$ cat src/rtl/elelock_pkg.sv
`default_nettype none
// ============================================================================
// Module   : elelock_pkg
// Purpose  : Shared types and constants for the electronic lock controller.
// Revision : 1.0 - initial release
// ============================================================================
package elelock_pkg;

  typedef enum logic [1:0] {
    LOCKED  = 2'd0,
    ENTRY   = 2'd1,
    OPEN    = 2'd2,
    LOCKOUT = 2'd3
  } elelock_state_t;

  typedef logic [3:0] digit_t;

  localparam digit_t NO_KEY = 4'hF;

  // Counter width for a limit n; never narrower than one bit.
  function automatic int cntw(input int n);
    return (n > 1) ? $clog2(n) : 1;
  endfunction

endpackage
`default_nettype wire

$ cat src/rtl/elelock_keyenc.sv
`default_nettype none
// ============================================================================
// Module   : elelock_keyenc
// Purpose  : Combinational one-hot ten-key to BCD encoder; zero/multi-hot
//            input yields valid=0 and digit=NO_KEY.
// Revision : 1.0 - initial release
// ============================================================================
module elelock_keyenc
  import elelock_pkg::*;
(
  input  logic [9:0] tenkey,
  output digit_t     digit,
  output logic       valid
);

  logic [3:0] w_ones;
  digit_t     w_idx;

  always_comb begin
    w_ones = 4'd0;
    w_idx  = NO_KEY;
    for (int i = 0; i < 10; i++) begin
      if (tenkey[i]) begin
        w_ones = w_ones + 4'd1;
        w_idx  = digit_t'(i);
      end
    end
    valid = (w_ones == 4'd1);
    digit = valid ? w_idx : NO_KEY;
  end

endmodule
`default_nettype wire

$ cat src/rtl/elelock_ctrl.sv
`default_nettype none
// ============================================================================
// Module   : elelock_ctrl
// Purpose  : Ten-key code-entry lock sequencer with failed-attempt lockout.
//            Optional auto-relock from OPEN when ELELOCK_AUTORELOCK_EN is set.
// Revision : 1.0 - initial release
// ============================================================================
module elelock_ctrl
  import elelock_pkg::*;
#(
  parameter int          DIGITS      = 4,
  parameter logic [31:0] SECRET      = 32'h0000_1357,
  parameter int          MAX_TRIES   = 3,
  parameter int          TIMEOUT_CYC = 500,
  parameter int          LOCKOUT_CYC = 1000,
  parameter int          RELOCK_CYC  = 2000
) (
  input  logic                             clk,
  input  logic                             rst_n,
  input  logic [9:0]                       tenkey,
  input  logic                             close,
  output logic                             lock,
  output logic                             alarm,
  output logic                             busy,
  output logic [$clog2(MAX_TRIES+1)-1:0]   fails
);

  localparam int BW = 4 * DIGITS;
  localparam int CW = cntw(DIGITS + 1);
  localparam int TW = cntw(TIMEOUT_CYC);
  localparam int LW = cntw(LOCKOUT_CYC);
  localparam int FW = $clog2(MAX_TRIES + 1);

  localparam logic [CW-1:0] c_CNT_LAST  = CW'(DIGITS - 1);
  localparam logic [TW-1:0] c_IDLE_LAST = TW'(TIMEOUT_CYC - 1);
  localparam logic [LW-1:0] c_LKO_LAST  = LW'(LOCKOUT_CYC - 1);
  localparam logic [BW-1:0] c_SECRET    = SECRET[BW-1:0];

  elelock_state_t  r_state, w_state_nxt;
  logic [9:0]      r_tenkey_q;
  logic [BW-1:0]   r_buf, w_buf_nxt, w_buf_shift;
  logic [CW-1:0]   r_cnt, w_cnt_nxt;
  logic [TW-1:0]   r_idle, w_idle_nxt;
  logic [LW-1:0]   r_lko, w_lko_nxt;
  logic [FW-1:0]   r_fails, w_fails_nxt;
  logic            r_lock, r_alarm, r_busy;
  digit_t          w_digit;
  logic            w_valid, w_press, w_eval;

`ifdef ELELOCK_AUTORELOCK_EN
  localparam int RW = cntw(RELOCK_CYC);
  localparam logic [RW-1:0] c_RELOCK_LAST = RW'(RELOCK_CYC - 1);
  logic [RW-1:0] r_relock, w_relock_nxt;
`endif

  elelock_keyenc u_keyenc (
    .tenkey (tenkey),
    .digit  (w_digit),
    .valid  (w_valid)
  );

  // A press is a clean one-hot level arriving after an all-released sample.
  assign w_press     = w_valid && (r_tenkey_q == 10'd0);
  assign w_buf_shift = BW'({r_buf, w_digit});

  always_comb begin
    w_state_nxt = r_state;
    w_buf_nxt   = r_buf;
    w_cnt_nxt   = r_cnt;
    w_idle_nxt  = r_idle;
    w_lko_nxt   = r_lko;
    w_fails_nxt = r_fails;
    w_eval      = 1'b0;
`ifdef ELELOCK_AUTORELOCK_EN
    w_relock_nxt = r_relock;
`endif
    case (r_state)
      LOCKED: begin
        if (w_press) begin
          w_buf_nxt   = w_buf_shift;
          w_cnt_nxt   = CW'(1);
          w_idle_nxt  = '0;
          w_state_nxt = ENTRY;
          w_eval      = (DIGITS == 1);
        end
      end
      ENTRY: begin
        if (close) begin
          w_state_nxt = LOCKED;
          w_buf_nxt   = '0;
          w_cnt_nxt   = '0;
          w_idle_nxt  = '0;
        end else if (w_press) begin
          w_buf_nxt  = w_buf_shift;
          w_cnt_nxt  = r_cnt + CW'(1);
          w_idle_nxt = '0;
          w_eval     = (r_cnt == c_CNT_LAST);
        end else if (r_idle == c_IDLE_LAST) begin
          w_state_nxt = LOCKED;
          w_buf_nxt   = '0;
          w_cnt_nxt   = '0;
          w_idle_nxt  = '0;
        end else begin
          w_idle_nxt = r_idle + TW'(1);
        end
      end
      OPEN: begin
        if (close) begin
          w_state_nxt = LOCKED;
`ifdef ELELOCK_AUTORELOCK_EN
          w_relock_nxt = '0;
        end else if (r_relock == c_RELOCK_LAST) begin
          w_state_nxt  = LOCKED;
          w_relock_nxt = '0;
        end else begin
          w_relock_nxt = r_relock + RW'(1);
`endif
        end
      end
      LOCKOUT: begin
        if (r_lko == c_LKO_LAST) begin
          w_state_nxt = LOCKED;
          w_lko_nxt   = '0;
          w_fails_nxt = '0;
        end else begin
          w_lko_nxt = r_lko + LW'(1);
        end
      end
      default: w_state_nxt = LOCKED;
    endcase

    // Final digit: the shifted buffer already holds the complete code.
    if (w_eval) begin
      w_buf_nxt  = '0;
      w_cnt_nxt  = '0;
      w_idle_nxt = '0;
      if (w_buf_shift == c_SECRET) begin
        w_state_nxt = OPEN;
        w_fails_nxt = '0;
      end else if ((int'(r_fails) + 1) < MAX_TRIES) begin
        w_state_nxt = LOCKED;
        w_fails_nxt = r_fails + FW'(1);
      end else begin
        w_state_nxt = LOCKOUT;
        w_fails_nxt = FW'(MAX_TRIES);
        w_lko_nxt   = '0;
      end
    end
  end

  always_ff @(posedge clk) begin
    if (!rst_n) begin
      r_state    <= LOCKED;
      r_tenkey_q <= '0;
      r_buf      <= '0;
      r_cnt      <= '0;
      r_idle     <= '0;
      r_lko      <= '0;
      r_fails    <= '0;
      r_lock     <= 1'b1;
      r_alarm    <= 1'b0;
      r_busy     <= 1'b0;
    end else begin
      r_state    <= w_state_nxt;
      r_tenkey_q <= tenkey;
      r_buf      <= w_buf_nxt;
      r_cnt      <= w_cnt_nxt;
      r_idle     <= w_idle_nxt;
      r_lko      <= w_lko_nxt;
      r_fails    <= w_fails_nxt;
      r_lock     <= (w_state_nxt != OPEN);
      r_alarm    <= (w_state_nxt == LOCKOUT);
      r_busy     <= (w_state_nxt == ENTRY);
    end
  end

`ifdef ELELOCK_AUTORELOCK_EN
  always_ff @(posedge clk) begin
    if (!rst_n) r_relock <= '0;
    else        r_relock <= w_relock_nxt;
  end
`endif

  assign lock  = r_lock;
  assign alarm = r_alarm;
  assign busy  = r_busy;
  assign fails = r_fails;

endmodule
`default_nettype wire

$ cat config.mk
export PLATFORM = sky130hd
export DESIGN_NAME = elelock_ctrl
export DESIGN_NICKNAME = d
export VERILOG_FILES = /design/src/rtl/elelock_pkg.sv /design/src/rtl/elelock_keyenc.sv /design/src/rtl/elelock_ctrl.sv
export SDC_FILE = /design/constraint.sdc
export NUM_CORES = 1
export LEC_CHECK = 0
export ABC_AREA = 0
export CORE_MARGIN = 3
export CORE_UTILIZATION = 40
export CTS_CLUSTER_SIZE = 30
export DETAILED_ROUTE_END_ITERATION = 6
export GPL_TIMING_DRIVEN = 0
export MAX_ROUTING_LAYER = met4
export PLACE_DENSITY_LB_ADDON = 0.25
export RECOVER_POWER = 100
export SYNTH_ARGS = -nofsm -noshare
export SYNTH_HDL_FRONTEND = slang
export SYNTH_SLANG_ARGS = --single-unit
$ cat constraint.sdc
create_clock -name clk -period 16.02 [get_ports clk]
set_clock_uncertainty 0.05 [all_clocks]
set_input_delay 3.204 -clock clk [delete_from_list [all_inputs] [get_ports clk]]
set_output_delay 3.204 -clock clk [all_outputs]
set_load 0.03 [all_outputs]
# Yosys cells after proc, flatten, opt, wreduce, memory -nomap -nowiden

Cells that the tools add are included.

Register bits after elaboration: 51
Word-level logic and storage cells: 108
Output and inout port bits: 5

Add/subtract/negate cells: 14
Multiplexer cells: 59
Eq/ne operators: 13
Bitwise operators: 1
Reductions and logical operators: 10
$lt $le $gt $ge: 1

Operator list:

| kind                                                                    | count |
|---|---|
| 4-bit 2-to-1 mux                                                        | 20 |
| 10-bit 2-to-1 mux                                                       | 5 |
| 12-bit 2-to-1 mux                                                       | 4 |
| 9-bit 2-to-1 mux                                                        | 4 |
| 4-bit by 1-bit adder with 4-bit output, second input constant           | 8 |
| 2-bit 2-to-1 mux                                                        | 14 |
| 12-bit case mux with 2 select lines                                     | 1 |
| 9-bit case mux with 2 select lines                                      | 1 |
| 16-bit by 13-bit equality test with 1-bit output, second input constant | 1 |
| 3-bit 2-to-1 mux                                                        | 4 |
| 10-bit by 1-bit adder with 10-bit output, second input constant         | 1 |
| 10-bit equality test, second input constant                             | 1 |
| 10-bit zero test                                                        | 1 |
| 9-bit by 1-bit adder with 9-bit output, second input constant           | 1 |
| 9-bit equality test, second input constant                              | 1 |
| 2-bit case mux with 4 select lines                                      | 1 |
| 2-bit equality test, second input constant                              | 3 |
| 3-bit case mux with 2 select lines                                      | 1 |
| 2-bit nonzero test                                                      | 3 |
| 2-bit by 1-bit equality test with 1-bit output, second input constant   | 2 |
| 4-bit by 1-bit equality test with 1-bit output, second input constant   | 1 |
| 1-bit 2-to-1 mux                                                        | 4 |
| 2-bit inequality test, second input constant                            | 2 |
| 4-bit inequality test, second input constant                            | 1 |
| 12 further kinds                                                        | 13 |

# Logic depth before layout (Yosys ltp)

Word-level depth: 26
Mapped depth: 28
Mapped depth without buffers: 27

# Cells and area by module

A second synthesis with hierarchy kept.

Cell total of the unflattened synthesis: 387
Area, all modules: 3326.9 um^2

By module, submodules not included:

| module         | times used | area each (um^2) | cells an instance |
|---|---|---|---|
| elelock_ctrl   | 1          | 2451.1           | 265 |
| elelock_keyenc | 1          | 875.8            | 122 |

# Worst setup path before layout

No wires, ideal clock.

Path type: input -> register
Start point: in tenkey[0]
End point: reg r_buf[10]
Setup slack: 7.015 ns
Cell stages on the path: 26
Path buffers: 1
Data arrival time: 8.838 ns
Cells stage by stage: inv_1 > ha_1 > xor2_1 > ha_1 > mux2_2 > ha_1 > mux2_2 > ha_1 > and2_1 > or3_1 > ha_1 > nand2b_1 > o41a_1 > ha_1 > nand2_1 > nand2_1 > ha_1 > mux2_2 > ha_1 > mux2_1 > o221a_4 > nor4_4 > o21ai_4 > and2_4 > buf_4 > a22o_1

Word-level cells in the longest chain between the ends: 25
Elaborated cells on any way between the ends: 31
Those cells by class: 9 x add/sub; 3 x eq/ne; 16 x mux; 3 x reduce/logical

Ends and longest elaborated chain:

| item                                             | line                 | source |
|---|---|---|
| start: declaration                               | elelock_ctrl.sv:20   | `input logic [9:0] tenkey,` |
| 1-bit 2-to-1 mux *                               | elelock_keyenc.sv:23 | `if (tenkey[i]) begin` |
| 1-bit by 1-bit adder with 2-bit output           | elelock_keyenc.sv:24 | `w_ones = w_ones + 4'd1;` |
| 4-bit 2-to-1 mux *                               | elelock_keyenc.sv:23 |  |
| 4-bit by 1-bit adder with 4-bit output           | elelock_keyenc.sv:24 |  |
| 4-bit 2-to-1 mux *                               | elelock_keyenc.sv:23 |  |
| 4-bit by 1-bit adder with 4-bit output           | elelock_keyenc.sv:24 |  |
| 4-bit 2-to-1 mux *                               | elelock_keyenc.sv:23 |  |
| 4-bit by 1-bit adder with 4-bit output           | elelock_keyenc.sv:24 |  |
| (+9 left out)                                    | --                   |  |
| 4-bit by 1-bit adder with 4-bit output           | elelock_keyenc.sv:24 |  |
| 4-bit 2-to-1 mux *                               | elelock_keyenc.sv:23 |  |
| 4-bit by 1-bit equality test with 1-bit output * | elelock_keyenc.sv:28 | `valid = (w_ones == 4'd1);` |
| 1-bit logical AND *                              | elelock_ctrl.sv:63   | `assign w_press = w_valid && (r_tenkey_q == 10'd0);` |
| 1-bit 2-to-1 mux                                 | elelock_ctrl.sv:93   | `end else if (w_press) begin` |
| 1-bit 2-to-1 mux                                 | elelock_ctrl.sv:88   | `if (close) begin` |
| 1-bit 2-to-1 mux                                 | --                   |  |
| 2-bit OR reduction (no line)                     | --                   |  |
| end signal: assignment                           | elelock_ctrl.sv:166  | `r_buf <= w_buf_nxt;` |
| end: declaration                                 | elelock_ctrl.sv:41   | `logic [BW-1:0] r_buf, w_buf_nxt, w_buf_shift;` |

Every way passes the cells marked *; elsewhere a longest branch is shown, timed or not.
A chain may end at the register's enable or synchronous reset.

# Final worst setup path

Start point: in tenkey[0]
End point: reg r_lko[5]

Word-level cells in the longest chain between the ends: 25
Elaborated cells on any way between the ends: 38
Those cells by class: 9 x add/sub; 2 x eq/ne; 26 x mux; 1 x reduce/logical

Ends and longest elaborated chain:

| item                                                                                            | line                | source |
|---|---|---|
| parallel branches: the longest is 24 deep, another holds 4-bit by 1-bit adder with 4-bit output | --                  |  |
| 10-bit 2-to-1 mux *                                                                             | elelock_ctrl.sv:133 | `if (w_eval) begin` |
| end signal: assignment                                                                          | elelock_ctrl.sv:169 | `r_lko <= w_lko_nxt;` |
| end: declaration                                                                                | elelock_ctrl.sv:44  | `logic [LW-1:0] r_lko, w_lko_nxt;` |

Mark *: on every way between the ends.

==> flow_summary.yaml <==
placed_design:
  port-buffer-count: 14
  place.gp.congestion: 0.837
  hpwl_mm: 4.92
power:
  p_total_mw: 0.338
  powerDensity_nw_per_um2: 94.2
  cellLeakagePower_nw: 1.31
  peakVddDrop_mv: 0.0339
logic_synthesis:
  synth_edf_count: 0
  syn_nets: 394
  ys_seq_area_share_pct: 31.0
  synth_area_per_cell_um2: 8.97
  synth_ff_type: "dfxtp_1"
  yosysUniqueCellTypes: 67
  ys_async_sr_fraction_pct: 0
  yosysWarnings: 0
  ys_ff_latch: 51
  syn_inst: 367
  synth_area_um2: 3290
routing:
  first_pass_iters: 4
  routedWlPerCell_um: 13.4
  ant_nets: 0
  vias: 2608
  via_per_inst: 5.32
  first_iter_violations: 103
  drc: 0
  wl_mm: 6.56
cts:
  path_clk_slew_ps: 90
  cts_tree: "done"
  cts.repair.resized: 0
  cts_hold_buf: 0
  cts_made_buffers: 5
  htreeDepth: 2
  clk_path_buf_depth: 2
  clockRootBuffer: "clkbuf_8"
  clock-sinks: 51
  post_cts_buffers: 0
  clk_latency_ps: 290
grt:
  overflow: 0
  antenna_found_initial: 0
  grt_pass1_wl_mm: 11.4
  grt_max_degree: 15
  grtUsageTotal_pct: 14.5
  grt_pass1_vias: 2422
setup_path:
  cp_max_fo: 10
  critPathRequiredTime_ps: 16110
  cpPeakStageDelay_ps: 1000
  cp-start-kind: "input pin"
  cp_slowest_cell: "o21ai_0"
  worstSetupEndpointType: "flop"
  cpLargestDelayFamily: "adder cells"
  crit_buf_inv: 2
  critPathMostFrequentCell: "ha_1"
  criticalPathCategory: "input pin to flop"
  arrival_ps: 10750
cells_and_area:
  layout_commonest_cell: "dfxtp_1"
  final_cell_mix: "51 x dfxtp_1, 33 x nand2_1, 27 x nor2_1, 18 x nand3_1, 17 x clkbuf_1"
  n_fill_cell: 806
  final_layout_size_suffix_gt1_share_pct: 6.96
  flow.area_growth_from_synthesis_pct: 8.94
  insertedDiodeCount: 0
  nNetsFinal: 415
  utilization_pct: 45.7
floorplanning:
  die-area_um2: 9350
  dieWidth_um: 96.7
  start_util_pct: 41.9
  ios: 18
  core_um2: 7850
  die_height_um: 96.7
  rows: 32
run_status:
  outcome: "complete, no violations"
sta:
  maxSlewHeadroom_pct: 26.2
  clock.fmax_mhz: 93.7
  rsz0062_at_grt: "no"
  tns_ps: 0
  setup_viol: 0
  period_needed_ps: 10670
  max_slew.worst_pin.slew_ps: 1100
  min_period_over_period_pct: 66.6
  slew_violations: 0
  finalHoldViolations: 0
flow_run:
  cap_violations: 0
min_path:
  hold_path.class: "flop to flop"
logic make-up (layout without fill, tap and decap cells):
| group | after synthesis | in the layout | synth area share, % |
|---|---|---|---|
| AOI/OAI and AO/OA | 70 | 70 | 17.3 |
| xor gates and xnor gates | 26 | 26 | 10.7 |
| adders and majority gates | 14 | 14 | 5.32 |
| buffers and inverters | 27 | 48 | 3.54 |
| DFF | 51 | 51 | 31.0 |
| muxes | 12 | 12 | 3.80 |
| and+or+nand+nor | 167 | 167 | 28.3 |
cells in the mapped netlist (10+ instances only):
| cell type | n | area share (%) |
|---|---|---|
| nor3_1 | 14 | 2.1 |
| a22o_1 | 12 | 3.2 |
| dfxtp_1 | 51 | 31 |
| a21oi_1 | 12 | 1.8 |
| xnor2_1 | 10 | 2.7 |
| clkbuf_1 | 13 | 1.5 |
| and2_1 | 15 | 2.9 |
| nand3_1 | 18 | 2.7 |
| nand2_1 | 33 | 3.8 |
| ha_1 | 14 | 5.3 |
| nand3b_1 | 11 | 2.5 |
| nor2_1 | 27 | 3.1 |
path summary, 6_finish.rpt:
check / startpoint / to / slack [ps] / cells past startpoint
hold reg to reg: r_idle[8] / r_idle[8] / 440 / 2
setup reg to reg: r_state[1] / r_lko[5] / 12930 / 8
setup / recovery: tenkey[0] / r_lko[5] / 5350 / 26
hold / removal: r_idle[8] / r_idle[8] / 440 / 2
metal layers:
metal	share of wire, %	vias up	track usage (%)
li1	-	1374	-
met1	52	1194	20.2
met2	45	36	22.3
met3	3.1	4	2.88
met4	0.53	0	2.27
met5	0	-	-
worst register-to-register path, delay by kind of cell (launching register included):
family                 cells  cell delay, ps
AOI/OAI and AO/OA          2            1420
and+or+nand+nor            5             940
DFF                        1             300
buffers and inverters      1             220
through the flow:
stage	hold slack (ps)	cell area (um^2)	std cells	worst slack [ps]
2_1_floorplan	399	3290	367	7020
3_3_place_gp	418	3560	483	6060
3_5_place_dp	418	3560	483	5920
4_1_cts	442	3660	490	6240
5_1_grt	463	3580	490	4650
6_report	442	3580	490	5350
final cells by class:
class,count,area (um^2),share of cell area [%]
multi-input combinational,289,2090,58.3
sequential,51,1020,28.5
timing repair buffer,14,140,3.91
tap,102,128,3.56
clock buffer,6,72.6,2.02
buffer,18,70.1,1.95
inverter,9,33.8,0.942
clock inverter,1,30.0,0.838
power breakdown:
group | switching (mW) | internal (mW) | total [mW]
combinational | 0.0665 | 0.0563 | 0.123
clock | 0.0388 | 0.0458 | 0.0846
sequential | 0.00110 | 0.129 | 0.130
total | 0.106 | 0.231 | 0.338
sequential cells by signal, indices dropped and copies added, names as in the netlist:
register    count
r_buf          12
r_idle          9
fails           2
r_state         2
r_cnt           3
alarm           1
busy            1
r_tenkey_q     10
r_lko          10
lock            1
No activity file was read; power rests on OpenSTA's default activity.
